**config.mk**
```make
export PLATFORM = sky130hd
export DESIGN_NAME = spi_slave_axis_ingress_sync
export DESIGN_NICKNAME = d
export VERILOG_FILES = /design/src/rtl/spi_slave_axis_ingress_sync.sv
export SDC_FILE = /design/constraint.sdc
export NUM_CORES = 1
export LEC_CHECK = 0
export BUFFER_PORTS_ARGS = -buffer_cell sky130_fd_sc_hd__buf_2
export CAP_MARGIN = 10
export CORE_UTILIZATION = 30
export CTS_BUF_LIST = sky130_fd_sc_hd__clkbuf_4 sky130_fd_sc_hd__clkbuf_8
export DETAILED_ROUTE_END_ITERATION = 6
export HOLD_SLACK_MARGIN = 0.02
export PLACE_DENSITY = 0.44
export SETUP_SLACK_MARGIN = 0.02
export SYNTH_ARGS = -nofsm -noshare
export SYNTH_HDL_FRONTEND = slang
export SYNTH_SLANG_ARGS = --single-unit
```
**constraint.sdc**
```tcl
create_clock -name clk -period 2.2 [get_ports clk]
set_clock_uncertainty 0.2 [all_clocks]
set_input_delay 0.22 -clock clk [delete_from_list [all_inputs] [get_ports clk]]
set_output_delay 0.22 -clock clk [all_outputs]
set_load 0.03 [all_outputs]
```
**src/rtl/spi_slave_axis_ingress_sync.sv**
```systemverilog
// SPI slave ingress: MOSI bits to an 8-bit AXI-Stream master.
// Everything runs on clk; CSN, SCK and MOSI are oversampled.
//
// Ports:
//   clk, rst             system clock, synchronous active-high reset
//   spi_csn, spi_clk     chip select (active low) and SCK, mode 0
//   spi_mosi             MOSI_SIZE data lanes
//   m_axis_*             byte stream; tuser = first byte, tlast = last
//   overflow, partial    sticky error flags
//   drop_count           dropped byte count, present only when
//                        SPI_INGRESS_DROP_COUNT_EN is defined
module spi_slave_axis_ingress_sync #(
    parameter int MSB_FIRST   = 1,
    parameter int MOSI_SIZE   = 1,
    parameter int SYNC_STAGES = 2
) (
    input  logic                 clk,
    input  logic                 rst,
    input  logic                 spi_csn,
    input  logic                 spi_clk,
    input  logic [MOSI_SIZE-1:0] spi_mosi,
    output logic [7:0]           m_axis_tdata,
    output logic                 m_axis_tvalid,
    input  logic                 m_axis_tready,
    output logic                 m_axis_tuser,
    output logic                 m_axis_tlast,
    output logic                 overflow,
    output logic                 partial
`ifdef SPI_INGRESS_DROP_COUNT_EN
    ,
    output logic [7:0]           drop_count
`endif
);

    localparam int S = SYNC_STAGES;
    localparam logic [2:0] CNT_LAST = 3'(8 / MOSI_SIZE - 1);

    typedef enum logic [1:0] {IDLE, FRAME, FLUSH} state_t;

    state_t state, state_nx;

    // One extra stage on CSN/SCK gives the previous sample for edge detect.
    logic [S:0]                  csn_q;
    logic [S:0]                  sck_q;
    logic [S:0]                  vld_q;
    logic [S-1:0][MOSI_SIZE-1:0] mosi_q;
    logic                        armed;

    logic                 csn_fall, csn_rise, sck_rise;
    logic [MOSI_SIZE-1:0] mosi_s;

    logic       start, shift_en, byte_done, flush;
    logic [2:0] cnt;
    logic [7:0] sh, sh_nx;
    logic       first_flag;

    logic       pend_v, pend_user, pend_last;
    logic [7:0] pend_data;
    logic       out_free, pend_go, drop;

    always_ff @(posedge clk) begin
        if (rst) begin
            csn_q  <= '1;
            sck_q  <= '0;
            vld_q  <= '0;
            mosi_q <= '0;
            armed  <= 1'b0;
        end else begin
            csn_q  <= {csn_q[S-1:0], spi_csn};
            sck_q  <= {sck_q[S-1:0], spi_clk};
            vld_q  <= {vld_q[S-1:0], 1'b1};
            mosi_q <= {mosi_q[S-2:0], spi_mosi};
            // Arm only after a genuine high CSN sample, so a CSN that is
            // already low when reset releases is not taken as a frame start.
            armed  <= armed | (vld_q[S] & csn_q[S-1]);
        end
    end

    assign csn_fall = armed & csn_q[S] & ~csn_q[S-1];
    assign csn_rise = ~csn_q[S] & csn_q[S-1];
    assign sck_rise = sck_q[S-1] & ~sck_q[S];
    assign mosi_s   = mosi_q[S-1];

    always_ff @(posedge clk) begin
        if (rst) state <= IDLE;
        else     state <= state_nx;
    end

    always_comb begin
        state_nx = state;
        unique case (state)
            IDLE:    if (csn_fall) state_nx = FRAME;
            FRAME:   if (csn_rise) state_nx = FLUSH;
            FLUSH:   state_nx = IDLE;
            default: state_nx = IDLE;
        endcase
    end

    always_comb begin
        start     = (state == IDLE) & csn_fall;
        shift_en  = (state == FRAME) & sck_rise;
        byte_done = shift_en & (cnt == CNT_LAST);
        flush     = (state == FLUSH);
    end

    always_comb begin
        if (MSB_FIRST != 0) sh_nx = {sh[7-MOSI_SIZE:0], mosi_s};
        else                sh_nx = {mosi_s, sh[7:MOSI_SIZE]};
    end

    always_ff @(posedge clk) begin
        if (rst) begin
            cnt        <= '0;
            sh         <= '0;
            first_flag <= 1'b0;
            partial    <= 1'b0;
        end else if (start) begin
            cnt        <= '0;
            sh         <= '0;
            first_flag <= 1'b1;
        end else if (shift_en) begin
            sh  <= sh_nx;
            cnt <= byte_done ? 3'd0 : cnt + 3'd1;
            if (byte_done) first_flag <= 1'b0;
        end else if (flush) begin
            if (cnt != 3'd0) partial <= 1'b1;
            cnt <= '0;
            sh  <= '0;
        end
    end

    // Pending leaves only once its last-ness is known: a successor byte,
    // the flush itself, or an earlier flush already marked it last.
    assign out_free = ~m_axis_tvalid | m_axis_tready;
    assign pend_go  = pend_v & out_free & (byte_done | flush | pend_last);
    assign drop     = byte_done & pend_v & ~pend_go;

    always_ff @(posedge clk) begin
        if (rst) begin
            pend_v    <= 1'b0;
            pend_data <= '0;
            pend_user <= 1'b0;
            pend_last <= 1'b0;
            overflow  <= 1'b0;
        end else if (byte_done) begin
            if (drop) begin
                overflow <= 1'b1;
            end else begin
                pend_v    <= 1'b1;
                pend_data <= sh_nx;
                pend_user <= first_flag;
                pend_last <= 1'b0;
            end
        end else if (pend_go) begin
            pend_v    <= 1'b0;
            pend_last <= 1'b0;
        end else if (flush & pend_v) begin
            pend_last <= 1'b1;
        end
    end

    always_ff @(posedge clk) begin
        if (rst) begin
            m_axis_tvalid <= 1'b0;
            m_axis_tdata  <= '0;
            m_axis_tuser  <= 1'b0;
            m_axis_tlast  <= 1'b0;
        end else if (pend_go) begin
            m_axis_tvalid <= 1'b1;
            m_axis_tdata  <= pend_data;
            m_axis_tuser  <= pend_user;
            m_axis_tlast  <= pend_last | flush;
        end else if (m_axis_tvalid & m_axis_tready) begin
            m_axis_tvalid <= 1'b0;
        end
    end

`ifdef SPI_INGRESS_DROP_COUNT_EN
    always_ff @(posedge clk) begin
        if (rst)                          drop_count <= '0;
        else if (drop && drop_count != 8'hFF) drop_count <= drop_count + 8'd1;
    end
`endif

endmodule
```
==> impl_results.md, run 1 <==
* Peak VDD IR at 342 uV
* Buffers from clock root to sink, at most at 2
* Port buffer count at 18
* Number of cells on the worst hold path at 3
* Internal reg-to-reg setup slack at 0.36 ns
* Number of storage elements in the synthesis netlist at 49
* Netlist area before placement at 1760 sq um
* Worst relative slew slack at 64.5%
* End point of the worst hold path: m_axis_tvalid
* Die area at 6180 sq um
* GR met2 Demand/Resource at 19.4%
* Biggest fanout along the worst timing path at 9
* Most used routing layer in global routing: met2
* Syn_nets at 188
* Run status: finished clean
* Capture instance of the worst register-to-register path: pend_data[7]
* Vias in the first global route at 1226
* Type of origin of the critical path: flip-flop
* Critical setup path kind: flip-flop to flip-flop
* Sum of routed wire length over all layers at 3250 um
* Layout filler cell count at 577
* Type of destination of the critical path: flip-flop
* Number of max-cap violations at 0
* Data arrival time of the critical path at 1.81 ns
* Detail-routed net length per standard cell at 11.9 um
* Routability-driven placement congestion ratio at 0.743
* Synth warn at 0
* Depth of the most critical reg-to-reg path at 6
* Count of different cell masters after synthesis at 33
* Total number of vias at 1252
* Clock slew at the register clock pins of the worst setup and hold paths at 0.09 ns
* R2R Path Start: state[0]
* Class of the most critical hold timing path: input port to flip-flop
* DRC violations left at 0
* Area added between synthesis and finish at 15.8%
* Post-layout min period at 1.84 ns
* # H-tree levels at 2
* Ys flop type: dfxtp_1
* Number of endpoints failing setup at the final stage at 0
* TritonRoute pass-1 iters at 4
* Proportion of netlist area held by the largest area contributor at 55.7%
* Sequential cell area fraction in the yosys report at 55.7%
* Die Y at 78.6 um
* Initial Util at 31.6%
* Number of diodes added for antenna fixing at 0
* Setup total negative slack at 0 ns
* Final layout net count at 210
* Share of the clock period used by the worst path at 83.5%
* Clock tree from TritonCTS: yes
* Share of flip-flops with an asynchronous set or reset at 0%
* Placeable core region at 5570 sq um
* Initial antenna violation count at 0
* Worst path required time at 2.18 ns
* Leak Pwr at 0.917 nW
* Clock Tree Root: clkbuf_8
* Post-synthesis average cell area at 9.83 sq um
* Number of hold-slack violations in the final timing report at 0
* Clock latency reported for the late side of the worst-skew pair at 0.30 ns
* Global-route wire length before repair at 5710 um
* Total power of the final layout at 1.49 mW
* Final instance area at 2040 sq um
* Post-DP Area at 1910 sq um
* Number of sinks driven by the clock tree at 49
* Main area contributors after synthesis: dfxtp_1 56%, mux2i_1 10%, nor2_1 5.5%
* Inst Count DP at 263
* Synth area leader: dfxtp_1
* Number of placed I/O pins at 19
* Maximum number of pins on one net before global-route repair at 32
* RSZ-0062 raised after global routing: false
* Finished Layout Cells at 274
* Routed via count divided by cell count at 4.57
* Slew at the pin closest to its max-slew limit at 0.533 ns
* DIE WIDTH at 78.6 um
* CTS-repair resized insts at 0
* Clock buffer count from CTS at 5
* Pwr/cell area at 731 nW/um^2
* Total congestion overflow at 0
* Total global routing track utilization at 11.9%
* Half-perimeter wire length after placement at 2230 um
* Number of DRC violations after detailed-routing iteration 0 at 103
* Max-slew violations at 0
* Number of flops mapped to enable cells by yosys at 0
* Cell Rows at 27
* Met1 track utilization from global routing at 14.8%
* Most common library cells after synthesis: 49 x dfxtp_1, 26 x nor2_1, 21 x nand2_1, 18 x mux2i_1, 9 x a21oi_1
* Detail Route Antenna Nets at 0
* Most instantiated library cell after synthesis: dfxtp_1
* Share of cells above drive strength 1 at 16.8%
* M3 GR Usage at 3.14%
* F_max at 544 MHz
* Startpoint of the lowest-slack hold path: m_axis_tready
* Post-synthesis cell count at 179
stage by stage:
stage,util [%],hold slack [ns],worst slack (ns)
floorplan,-,0.117,0.643
detailed placement,34.3,0.188,0.370
finish,36.6,0.0649,0.363
global route,36.6,0.0532,0.195
CTS,36.6,0.0549,0.352
global placement,34.3,0.198,0.403
critical path: stages, from the launching register on:
cell and delay, ns:
dfxtp_1 0.42, and4bb_1 0.39, buf_4 0.22, nand3b_1 0.08, buf_4 0.19, mux2i_1 0.16
nor2_1 0.05
power by group:
group          total, mW  internal (mW)  switching, mW
Combinational     0.0345         0.0139         0.0206
Clock              0.556          0.255          0.301
Sequential         0.901          0.896        0.00457
flip-flops by register name (all words and copies together), names as in the netlist, 2 cells and up:
name,count
csn_q,3
m_axis_tdata,8
state,2
pend_data,8
cnt,3
sck_q,3
sh,7
vld_q,3
worst max path at each step:
stage,startpoint,to,cells past startpoint
global route,state[0],pend_data[7],6
detailed placement,state[0],pend_data[7],6
global placement,state[1],m_axis_tdata[0],5
finish,state[0],pend_data[7],6
CTS,state[0],pend_data[7],6
floorplan,m_axis_tvalid,pend_data[0],5
cells in the final DEF (no fill, tap or decap):
cell            n
inv_2           2
nor2b_1         8
and2_1          1
and4bb_1        1
o21a_1          1
buf_4           3
or2_1           3
o211ai_1        1
clkbuf_8        6
buf_2          18
a32oi_1         1
nand3b_1        2
a31oi_1         2
nor2_2          1
nor3_1          2
nand2b_1        2
nand2_2         1
clkinv_4        1
clkinv_2        1
mux2i_1        18
a21oi_1         9
nor4_1          1
and3b_1         1
nor2_1         26
inv_1           2
o21ai_0         1
and4b_1         1
ha_1            3
o21ai_1         1
nand2_1        21
a22oi_1         8
dlygate4sd3_1   3
or2_2           1
dfxtp_1        49
area by class of cell:
cell class / count / area [sq um] / area share (%)
clock buffer: 6 / 82.6 / 4.05
clock inverter: 2 / 13.8 / 0.675
inverter: 4 / 15.0 / 0.736
multi-input combinational: 117 / 714 / 35.0
sequential: 49 / 981 / 48.1
tap: 72 / 90.1 / 4.42
timing repair buffer: 24 / 143 / 6.99
repair_timing:
item	in CTS	in global routing
setup buffers	0	0
hold buffers	3	0
hold endpoints to repair	3	0
kinds of logic (layout without fill, tap and decap cells):
| family | Yosys count | in the layout | synth area share [%] |
|---|---|---|---|
| AND/OR/NAND/NOR | 72 | 72 | 19.6 |
| flip-flops | 49 | 49 | 55.7 |
| AO/OA/AOI/OAI | 24 | 24 | 8.60 |
| multiplexers | 18 | 18 | 10.2 |
| buffers and inverters | 13 | 36 | 3.70 |
| adder cells (fa/ha/maj) | 3 | 3 | 2.13 |
metal layers:
metal | vias up | part of all wire [%]
met3 | 4 | 2.8
met5 | - | 0
met1 | 594 | 47
li1 | 638 | -
met4 | 0 | 1.2
met2 | 16 | 49
Note: power is estimated with default switching activity, not from simulation.
==> run 2, diff against run 1 <==
--- a/config.mk
+++ b/config.mk
@@ -5,13 +5,14 @@
 export SDC_FILE = /design/constraint.sdc
 export NUM_CORES = 1
 export LEC_CHECK = 0
+export ABC_AREA = 1
 export BUFFER_PORTS_ARGS = -buffer_cell sky130_fd_sc_hd__buf_2
 export CAP_MARGIN = 10
 export CORE_UTILIZATION = 30
 export CTS_BUF_LIST = sky130_fd_sc_hd__clkbuf_4 sky130_fd_sc_hd__clkbuf_8
 export DETAILED_ROUTE_END_ITERATION = 6
 export HOLD_SLACK_MARGIN = 0.02
-export PLACE_DENSITY = 0.44
+export PLACE_DENSITY = 0.46
 export SETUP_SLACK_MARGIN = 0.02
 export SYNTH_ARGS = -nofsm -noshare
 export SYNTH_HDL_FRONTEND = slang
==> constraint.sdc (replaced) <==
create_clock -name clk -period 1.5 [get_ports clk]
set_clock_uncertainty 0.2 [all_clocks]
set_input_delay 0.15 -clock clk [delete_from_list [all_inputs] [get_ports clk]]
set_output_delay 0.15 -clock clk [all_outputs]
set_load 0.03 [all_outputs]
==> run 2 against run 1 <==
  * Critical path type unchanged
  * Sequential share of layout area decreased by 7.1 points
  * Utilization increased by 3.9 points
  * Design area increased by 18%
  * Sequential cell count unchanged
  * Via count increased by 20%
  * Synthesized cell count increased by 40%
  * Worst hold slack got worse by 0.016 ns
  * Wire length increased by 7.7%
  * Register-to-register slack got worse by 0.33 ns
  * Clock power increased by 62%
==> impl_results.md, run 2 <==
* Final layout net count at 302 (was 210)
* RSZ-0062 raised after global routing: true (was false)
* Clock buffer count from CTS at 5 (unchanged)
* Global-route wire length before repair at 6390 um (was 5710 um)
* Number of hold-slack violations in the final timing report at 0 (unchanged)
* Number of sinks driven by the clock tree at 49 (unchanged)
* Peak VDD IR at 491 uV (was 342 uV)
* Number of endpoints failing setup at the final stage at 0 (unchanged)
* Number of placed I/O pins at 19 (unchanged)
* CP bufs+invs at 1 (was 2)
* Critical setup path kind: flip-flop to flip-flop (unchanged)
* Share of the clock period used by the worst path at 97.5% (was 83.5%)
* Pwr/cell area at 951 nW/um^2 (was 731 nW/um^2)
* Type of origin of the critical path: flip-flop (unchanged)
* Number of flops mapped to enable cells by yosys at 0 (unchanged)
* Max-slew violations at 0 (unchanged)
* Maximum number of pins on one net before global-route repair at 19 (was 32)
* Sequential cell area fraction in the yosys report at 52.4% (was 55.7%)
* Routability-driven placement congestion ratio at 0.730 (was 0.743)
* Regs by FF count: m_axis_tdata: 8 flops, pend_data: 8 flops, sh: 7 flops (unchanged)
* Initial antenna violation count at 0 (unchanged)
* Number of DRC violations after detailed-routing iteration 0 at 57 (was 103)
* Share of flip-flops with an asynchronous set or reset at 0% (unchanged)
* Most frequent standard cell in the layout excluding fill and tap cells: nand2_1 (was dfxtp_1)
* Clock tree from TritonCTS: yes (unchanged)
* TritonRoute pass-1 iters at 4 (unchanged)
* Number of diodes added for antenna fixing at 0 (unchanged)
* Post-synthesis cell count at 251 (was 179)
* Slew at the pin closest to its max-slew limit at 0.355 ns (was 0.533 ns)
* Critical path depth at 8 (was 6)
* Synth area leader: dfxtp_1 (unchanged)
* Critical Path Slowest Stage Cell: dfxtp_2 (was dfxtp_1)
* Placeable core region at 5960 sq um (was 5570 sq um)
* Series of cell instances along the critical path: ha_4, ha_4, nand3_4, nor2_4, buf_12, nand2_1, nand2_1, nor2_1 (was and4bb_1, buf_4, nand3b_1, buf_4, mux2i_1, nor2_1)
* Most used cells in the layout excluding fill and tap cells: 54 x nand2_1, 51 x nor2_1, 44 x dfxtp_1 (was 49 x dfxtp_1, 26 x nor2_1, 21 x nand2_1)
* Largest delay contributor family on the critical path: flip-flops (was simple AND/OR/NAND/NOR gates)
* Worst path required time at 1.50 ns (was 2.18 ns)
* Post-layout min period at 1.46 ns (was 1.84 ns)
* Finished Layout Cells at 368 (was 274)
* Area added between synthesis and finish at 29.0% (was 15.8%)
* Capture instance of the worst register-to-register path: pend_data[3] (was pend_data[7])
* Biggest fanout along the worst timing path at 17 (was 9)
* Proportion of netlist area held by the largest area contributor at 52.4% (was 55.7%)
* Initial Util at 31.4% (was 31.6%)
* Type of destination of the critical path: flip-flop (unchanged)
* Data arrival time of the critical path at 1.47 ns (was 1.81 ns)
* Count of different cell masters after synthesis at 22 (was 33)
* Clock slew at the register clock pins of the worst setup and hold paths at 0.09 ns (about the same)
* Detail Route Antenna Nets at 0 (unchanged)
* Clock Tree Root: clkbuf_8 (unchanged)
* Netlist area before placement at 1870 sq um (was 1760 sq um)
* Depth of the most critical reg-to-reg path at 8 (was 6)
* Routed via count divided by cell count at 4.08 (was 4.57)
* Final worst-path setup slack at 0.0371 ns (was 0.363 ns)
* Startpoint of the lowest-slack hold path: rst (was m_axis_tready)
* Vias in the first global route at 1426 (was 1226)
* Delay contributed by the slowest stage of the critical path at 0.37 ns (was 0.42 ns)
* Die area at 6550 sq um (was 6180 sq um)
* Die Y at 81.0 um (was 78.6 um)
* Buffers from clock root to sink, at most at 2 (unchanged)
* Leak Pwr at 0.982 nW (was 0.917 nW)
* Cell Rows at 28 (was 27)
* Total global routing track utilization at 12.8% (was 11.9%)
* Inst Count DP at 354 (was 263)
* Beginning of the critical path: cnt[1] (was state[0])
* Most common library cells after synthesis: 55 x nand2_1, 53 x nor2_1, 49 x dfxtp_1, 37 x inv_1, 19 x a21oi_1 (was 49 x dfxtp_1, 26 x nor2_1, 21 x nand2_1, 18 x mux2i_1, 9 x a21oi_1)
* # H-tree levels at 2 (unchanged)
* Sum of routed wire length over all layers at 3500 um (was 3250 um)
* Post-synthesis average cell area at 7.45 sq um (was 9.83 sq um)
* Last element of the critical path: pend_data[3] (was pend_data[7])
* Detail-routed net length per standard cell at 9.51 um (was 11.9 um)
* Total congestion overflow at 0 (unchanged)
* Setup slack after placement at 0.0264 ns (was 0.370 ns)
* Post-route core utilization at 40.5% (was 36.6%)
* Main area contributors after synthesis: dfxtp_1 52%, nand2_1 11%, nor2_1 11% (was dfxtp_1 56%, mux2i_1 10%, nor2_1 5.5%)
* Syn_nets at 260 (was 188)
* Worst relative slew slack at 76.3% (was 64.5%)
* Number of storage elements in the synthesis netlist at 49 (unchanged)
* Most instantiated library cell after synthesis: nand2_1 (was dfxtp_1)
* Port buffer count at 18 (unchanged)
* DIE WIDTH at 81.0 um (was 78.6 um)
* Run status: finished clean (unchanged)
* Ys flop type: dfxtp_1 (unchanged)
* Total number of vias at 1500 (was 1252)
* Class of the most critical hold timing path: input port to flip-flop (unchanged)
* DRC violations left at 0 (unchanged)
* F_max at 684 MHz (was 544 MHz)
* Clock latency reported for the late side of the worst-skew pair at 0.30 ns (about the same)
* Half-perimeter wire length after placement at 2500 um (was 2230 um)
* Synth warn at 0 (unchanged)
* Share of cells above drive strength 1 at 21.5% (was 16.8%)
* Internal reg-to-reg setup slack at 0.04 ns (was 0.36 ns)
* Number of max-cap violations at 0 (unchanged)
* R2R Path Start: cnt[1] (was state[0])
==> run 2: changes by cell type in the layout (fill, tap and decap cells not counted), sizes merged, moves of 3 or more <==
cell,previous run,this run
a21oi,9,19
a22oi,8,0
buf,21,36
dlygate4sd3,3,6
inv,4,37
mux2i,18,0
nand2,22,57
nand3,0,14
nor2,27,56
nor2b,8,0
==> run 2: worst register-to-register path: stages (launching register included) <==
cell and delay, ns:
dfxtp_2 0.37, ha_4 0.14, ha_4 0.15, nand3_4 0.11, nor2_4 0.12, buf_12 0.14
nand2_1 0.06, nand2_1 0.05, nor2_1 0.03
==> run 2: repair_timing <==
action	CTS	global route
setup endpoints to repair	6	33
hold endpoints to repair	6	0
hold buffers	6	0
setup buffers	0	1
gates resized for setup	2	11
pin swaps	1	1
==> run 2: metrics by stage <==
step / setup TNS [ns] / total power [mW] / instance area (sq um) / hold slack, ns
3_3_place_gp: 0 / 1.41 / 2190 / 0.135
4_1_cts: 0 / 2.33 / 2360 / 0.0481
6_report: 0 / 2.29 / 2410 / 0.0486
5_1_grt: -0.520 / 2.40 / 2410 / 0.0615
3_5_place_dp: 0 / 1.41 / 2190 / 0.139
2_1_floorplan: 0 / 1.39 / 1910 / 0.0538
==> run 2: worst min path at each step <==
| stage | cells after the start | endpoint |
|---|---|---|
| finish | 3 | state[0] |
| global route | 3 | state[0] |
| CTS | 3 | m_axis_tvalid |
| detailed placement | 2 | csn_q[0] |
| global placement | 2 | csn_q[0] |
| floorplan | 1 | csn_q[0] |
==> run 2: layout make-up <==
cell class | count | area (sq um)
fillers | 664 | 3540
flip-flops and latches | 49 | 990
multi-input cells | 158 | 781
repair buffers | 42 | 305
inverters | 37 | 139
well taps | 75 | 93.8
clock buffers | 5 | 68.8
clock inverters | 2 | 35.0
==> run 2: metal layers <==
| layer | vias up | global-route usage (%) | wire length (um) |
|---|---|---|---|
| met4 | 0 | 6.43 | 74 |
| li1 | 841 | - | - |
| met3 | 7 | 3.37 | 104 |
| met2 | 19 | 20.8 | 1540 |
| met5 | - | 0 | 0 |
| met1 | 633 | 15.5 | 1790 |
==> run 2: cells by family after synthesis <==
family / share of synthesized area, %
AO/OA/AOI/OAI: 6.89
adder cells (fa/ha/maj): 2.01
buffers and inverters: 9.43
flip-flops: 52.4
AND/OR/NAND/NOR: 29.2
==> run 2: report_power, final <==
part | total [mW] | internal [mW] | switching [mW]
sequential | 1.32 | 1.31 | 0.00532
combinational | 0.0732 | 0.0313 | 0.0419
clock | 0.903 | 0.485 | 0.419
total | 2.29 | 1.83 | 0.466
==> run 3, diff against run 2 <==
--- a/config.mk
+++ b/config.mk
@@ -5,7 +5,7 @@
 export SDC_FILE = /design/constraint.sdc
 export NUM_CORES = 1
 export LEC_CHECK = 0
-export ABC_AREA = 1
+export ABC_AREA = 0
 export BUFFER_PORTS_ARGS = -buffer_cell sky130_fd_sc_hd__buf_2
 export CAP_MARGIN = 10
 export CORE_UTILIZATION = 30
==> run 3 against run 2 <==
  * The flow now finishes with violations (negative setup slack)
  * Wire length down 0.37%
  * Worst hold slack better by 0.16 ns
  * Design area down 2.8%
  * Non-clock buffer count unchanged
  * Sequential cell count unchanged
  * Highest routed layer unchanged
==> impl_results.md, run 3 (synthesized netlist as in run 1, its figures left out) <==
* Sum of routed wire length over all layers at 3490 um (was 3500 um)
* Final layout net count at 228 (was 302)
* Clock slew at the register clock pins of the worst setup and hold paths at 0.10 ns (was 0.09 ns)
* Data arrival time of the critical path at 1.58 ns (was 1.47 ns)
* Startpoint of the lowest-slack hold path: m_axis_tready (was rst)
* Total number of vias at 1326 (was 1500)
* TritonRoute pass-1 iters at 4 (unchanged)
* Detail Route Antenna Nets at 0 (unchanged)
* Buffers from clock root to sink, at most at 2 (unchanged)
* Leak Pwr at 1.04 nW (was 0.982 nW)
* Slew at the pin closest to its max-slew limit at 0.342 ns (was 0.355 ns)
* Pwr/cell area at 929 nW/um^2 (was 951 nW/um^2)
* Critical Path Slowest Stage Cell: and4bb_2 (was dfxtp_2)
* Capture instance of the worst register-to-register path: m_axis_tuser (was pend_data[3])
* CP bufs+invs at 1 (unchanged)
* Placeable core region at 5570 sq um (was 5960 sq um)
* F_max at 645 MHz (was 684 MHz)
* Vias in the first global route at 1310 (was 1426)
* Maximum number of pins on one net before global-route repair at 20 (was 19)
* Number of DRC violations after detailed-routing iteration 0 at 32 (was 57)
* Delay contributed by the slowest stage of the critical path at 0.36 ns (was 0.37 ns)
* Share of cells above drive strength 1 at 32.3% (was 21.5%)
* Clock Tree Root: clkbuf_8 (unchanged)
* Clock buffer count from CTS at 5 (unchanged)
* Global-route wire length before repair at 5710 um (was 6390 um)
* Number of max-cap violations at 0 (unchanged)
* Number of endpoints failing setup at the final stage at 12 (was 0)
* Setup slack after placement at -0.0992 ns (was 0.0264 ns)
* # H-tree levels at 2 (unchanged)
* Final worst-path setup slack at -0.0499 ns (was 0.0371 ns)
* Initial antenna violation count at 0 (unchanged)
* Critical path depth at 5 (was 8)
* Critical setup path kind: flip-flop to flip-flop (unchanged)
* Routed via count divided by cell count at 4.54 (was 4.08)
* Total congestion overflow at 0 (unchanged)
* Number of sinks driven by the clock tree at 49 (unchanged)
* Number of diodes added for antenna fixing at 0 (unchanged)
* Initial Util at 31.6% (was 31.4%)
* Area added between synthesis and finish at 33.2% (was 29.0%)
* Internal reg-to-reg setup slack at -0.05 ns (was 0.04 ns)
* Beginning of the critical path: state[1] (was cnt[1])
* Series of cell instances along the critical path: and4bb_2, nand2_4, o21a_4, buf_12, mux2i_1 (was ha_4, ha_4, nand3_4, nor2_4, buf_12, nand2_1, nand2_1, nor2_1)
* Die area at 6180 sq um (was 6550 sq um)
* DIE WIDTH at 78.6 um (was 81.0 um)
* Final instance area at 2340 sq um (was 2410 sq um)
* Biggest fanout along the worst timing path at 5 (was 17)
* RSZ-0062 raised after global routing: true (unchanged)
* Number of placed I/O pins at 19 (unchanged)
* Max-slew violations at 0 (unchanged)
* Largest delay contributor family on the critical path: simple AND/OR/NAND/NOR gates (was flip-flops)
* Post-DP Area at 2060 sq um (was 2190 sq um)
* Depth of the most critical reg-to-reg path at 5 (was 8)
* Port buffer count at 18 (unchanged)
* R2R Path Start: state[1] (was cnt[1])
* Die Y at 78.6 um (was 81.0 um)
* Total global routing track utilization at 12.0% (was 12.8%)
* Hold_ws at 0.211 ns (was 0.0486 ns)
* Cell Rows at 27 (was 28)
* Clock latency reported for the late side of the worst-skew pair at 0.30 ns (about the same)
* Setup total negative slack at -0.375 ns (was 0 ns)
* Routability-driven placement congestion ratio at 0.790 (was 0.730)
* Number of hold-slack violations in the final timing report at 0 (unchanged)
* Half-perimeter wire length after placement at 2330 um (was 2500 um)
* Detail-routed net length per standard cell at 11.9 um (was 9.51 um)
* Post-layout min period at 1.55 ns (was 1.46 ns)
* Class of the most critical hold timing path: input port to flip-flop (unchanged)
* Violations in the final reports: negative setup slack
* Clock tree from TritonCTS: yes (unchanged)
* Regs by FF count: m_axis_tdata: 8 flops, pend_data: 8 flops, sh: 7 flops (unchanged)
* Type of destination of the critical path: flip-flop (unchanged)
* Multi-input logic area at 821 sq um (was 781 sq um)
* Share of the clock period used by the worst path at 103% (was 97.5%)
* Layout filler cell count at 543 (was 664)
* Peak VDD IR at 646 uV (was 491 uV)
* Most frequent standard cell in the layout excluding fill and tap cells: dfxtp_1 (was nand2_1)
* Worst path required time at 1.53 ns (was 1.50 ns)
* Worst relative slew slack at 77.2% (was 76.3%)
* Most used cells in the layout excluding fill and tap cells: 44 x dfxtp_1, 26 x nor2_1, 21 x nand2_1 (was 54 x nand2_1, 51 x nor2_1, 44 x dfxtp_1)
* Sequential cell area at 987 sq um (was 990 sq um)
* DRC violations left at 0 (unchanged)
* Run status: complete, but fails checks (was finished clean)
* Type of origin of the critical path: flip-flop (unchanged)
* Last element of the critical path: m_axis_tuser (was pend_data[3])
run 3: metal layers:
| metal | wire [um] | track usage, % | up-vias |
|---|---|---|---|
| met4 | 48 | 4.44 | 0 |
| li1 | - | - | 678 |
| met2 | 1820 | 21.0 | 17 |
| met5 | 0 | 0 | - |
| met1 | 1510 | 13.8 | 625 |
| met3 | 109 | 3.14 | 6 |
run 3: tightest hold or removal path: cells and delay by family:
kind                   cells  cell delay (ns)
AND/OR/NAND/NOR            1             0.14
AO/OA/AOI/OAI              1             0.08
buffers and inverters      2             0.29
run 3: power breakdown:
group / leakage [nW] / internal (mW) / switching (mW) / total [mW]
logic: 0.600 / 0.0262 / 0.0330 / 0.0592
clock network: 0.0447 / 0.337 / 0.461 / 0.798
registers: 0.400 / 1.31 / 0.00726 / 1.32
run 3: timing repair:
item / in CTS / in global routing
buffers inserted: 0 / 1
pin swaps: 4 / 5
hold buffers: 5 / 0
gates resized for setup: 12 / 13
setup endpoints to repair: 30 / 27
gates cloned: 1 / 0
endpoints found under the hold margin: 5 / 0
run 3: area by class of cell:
| cell class | instances | area share (%) |
|---|---|---|
| Inverter | 4 | 0.640 |
| Tap cell | 72 | 3.84 |
| Clock buffer | 5 | 2.93 |
| Timing Repair Buffer | 42 | 14.4 |
| Sequential cell | 49 | 42.1 |
| Clock inverter | 3 | 1.07 |
| Multi-Input combinational cell | 117 | 35.0 |
run 3: worst min-delay path by stage:
stage	end	slack, ns	cells after the start
2_1_floorplan	csn_q[0]	0.05	1
3_3_place_gp	csn_q[0]	0.13	2
3_5_place_dp	csn_q[0]	0.13	2
4_1_cts	m_axis_tlast	0.19	5
5_1_grt	m_axis_tvalid	0.23	4
6_report	m_axis_tvalid	0.21	4
run 3: stage by stage:
stage          utilization (%)  power, mW  std cells
2_1_floorplan                -       1.38        179
3_3_place_gp              37.0       1.40        277
3_5_place_dp              37.0       1.40        277
4_1_cts                   40.9       2.20        291
5_1_grt                   42.1       2.27        292
6_report                  42.1       2.18        292
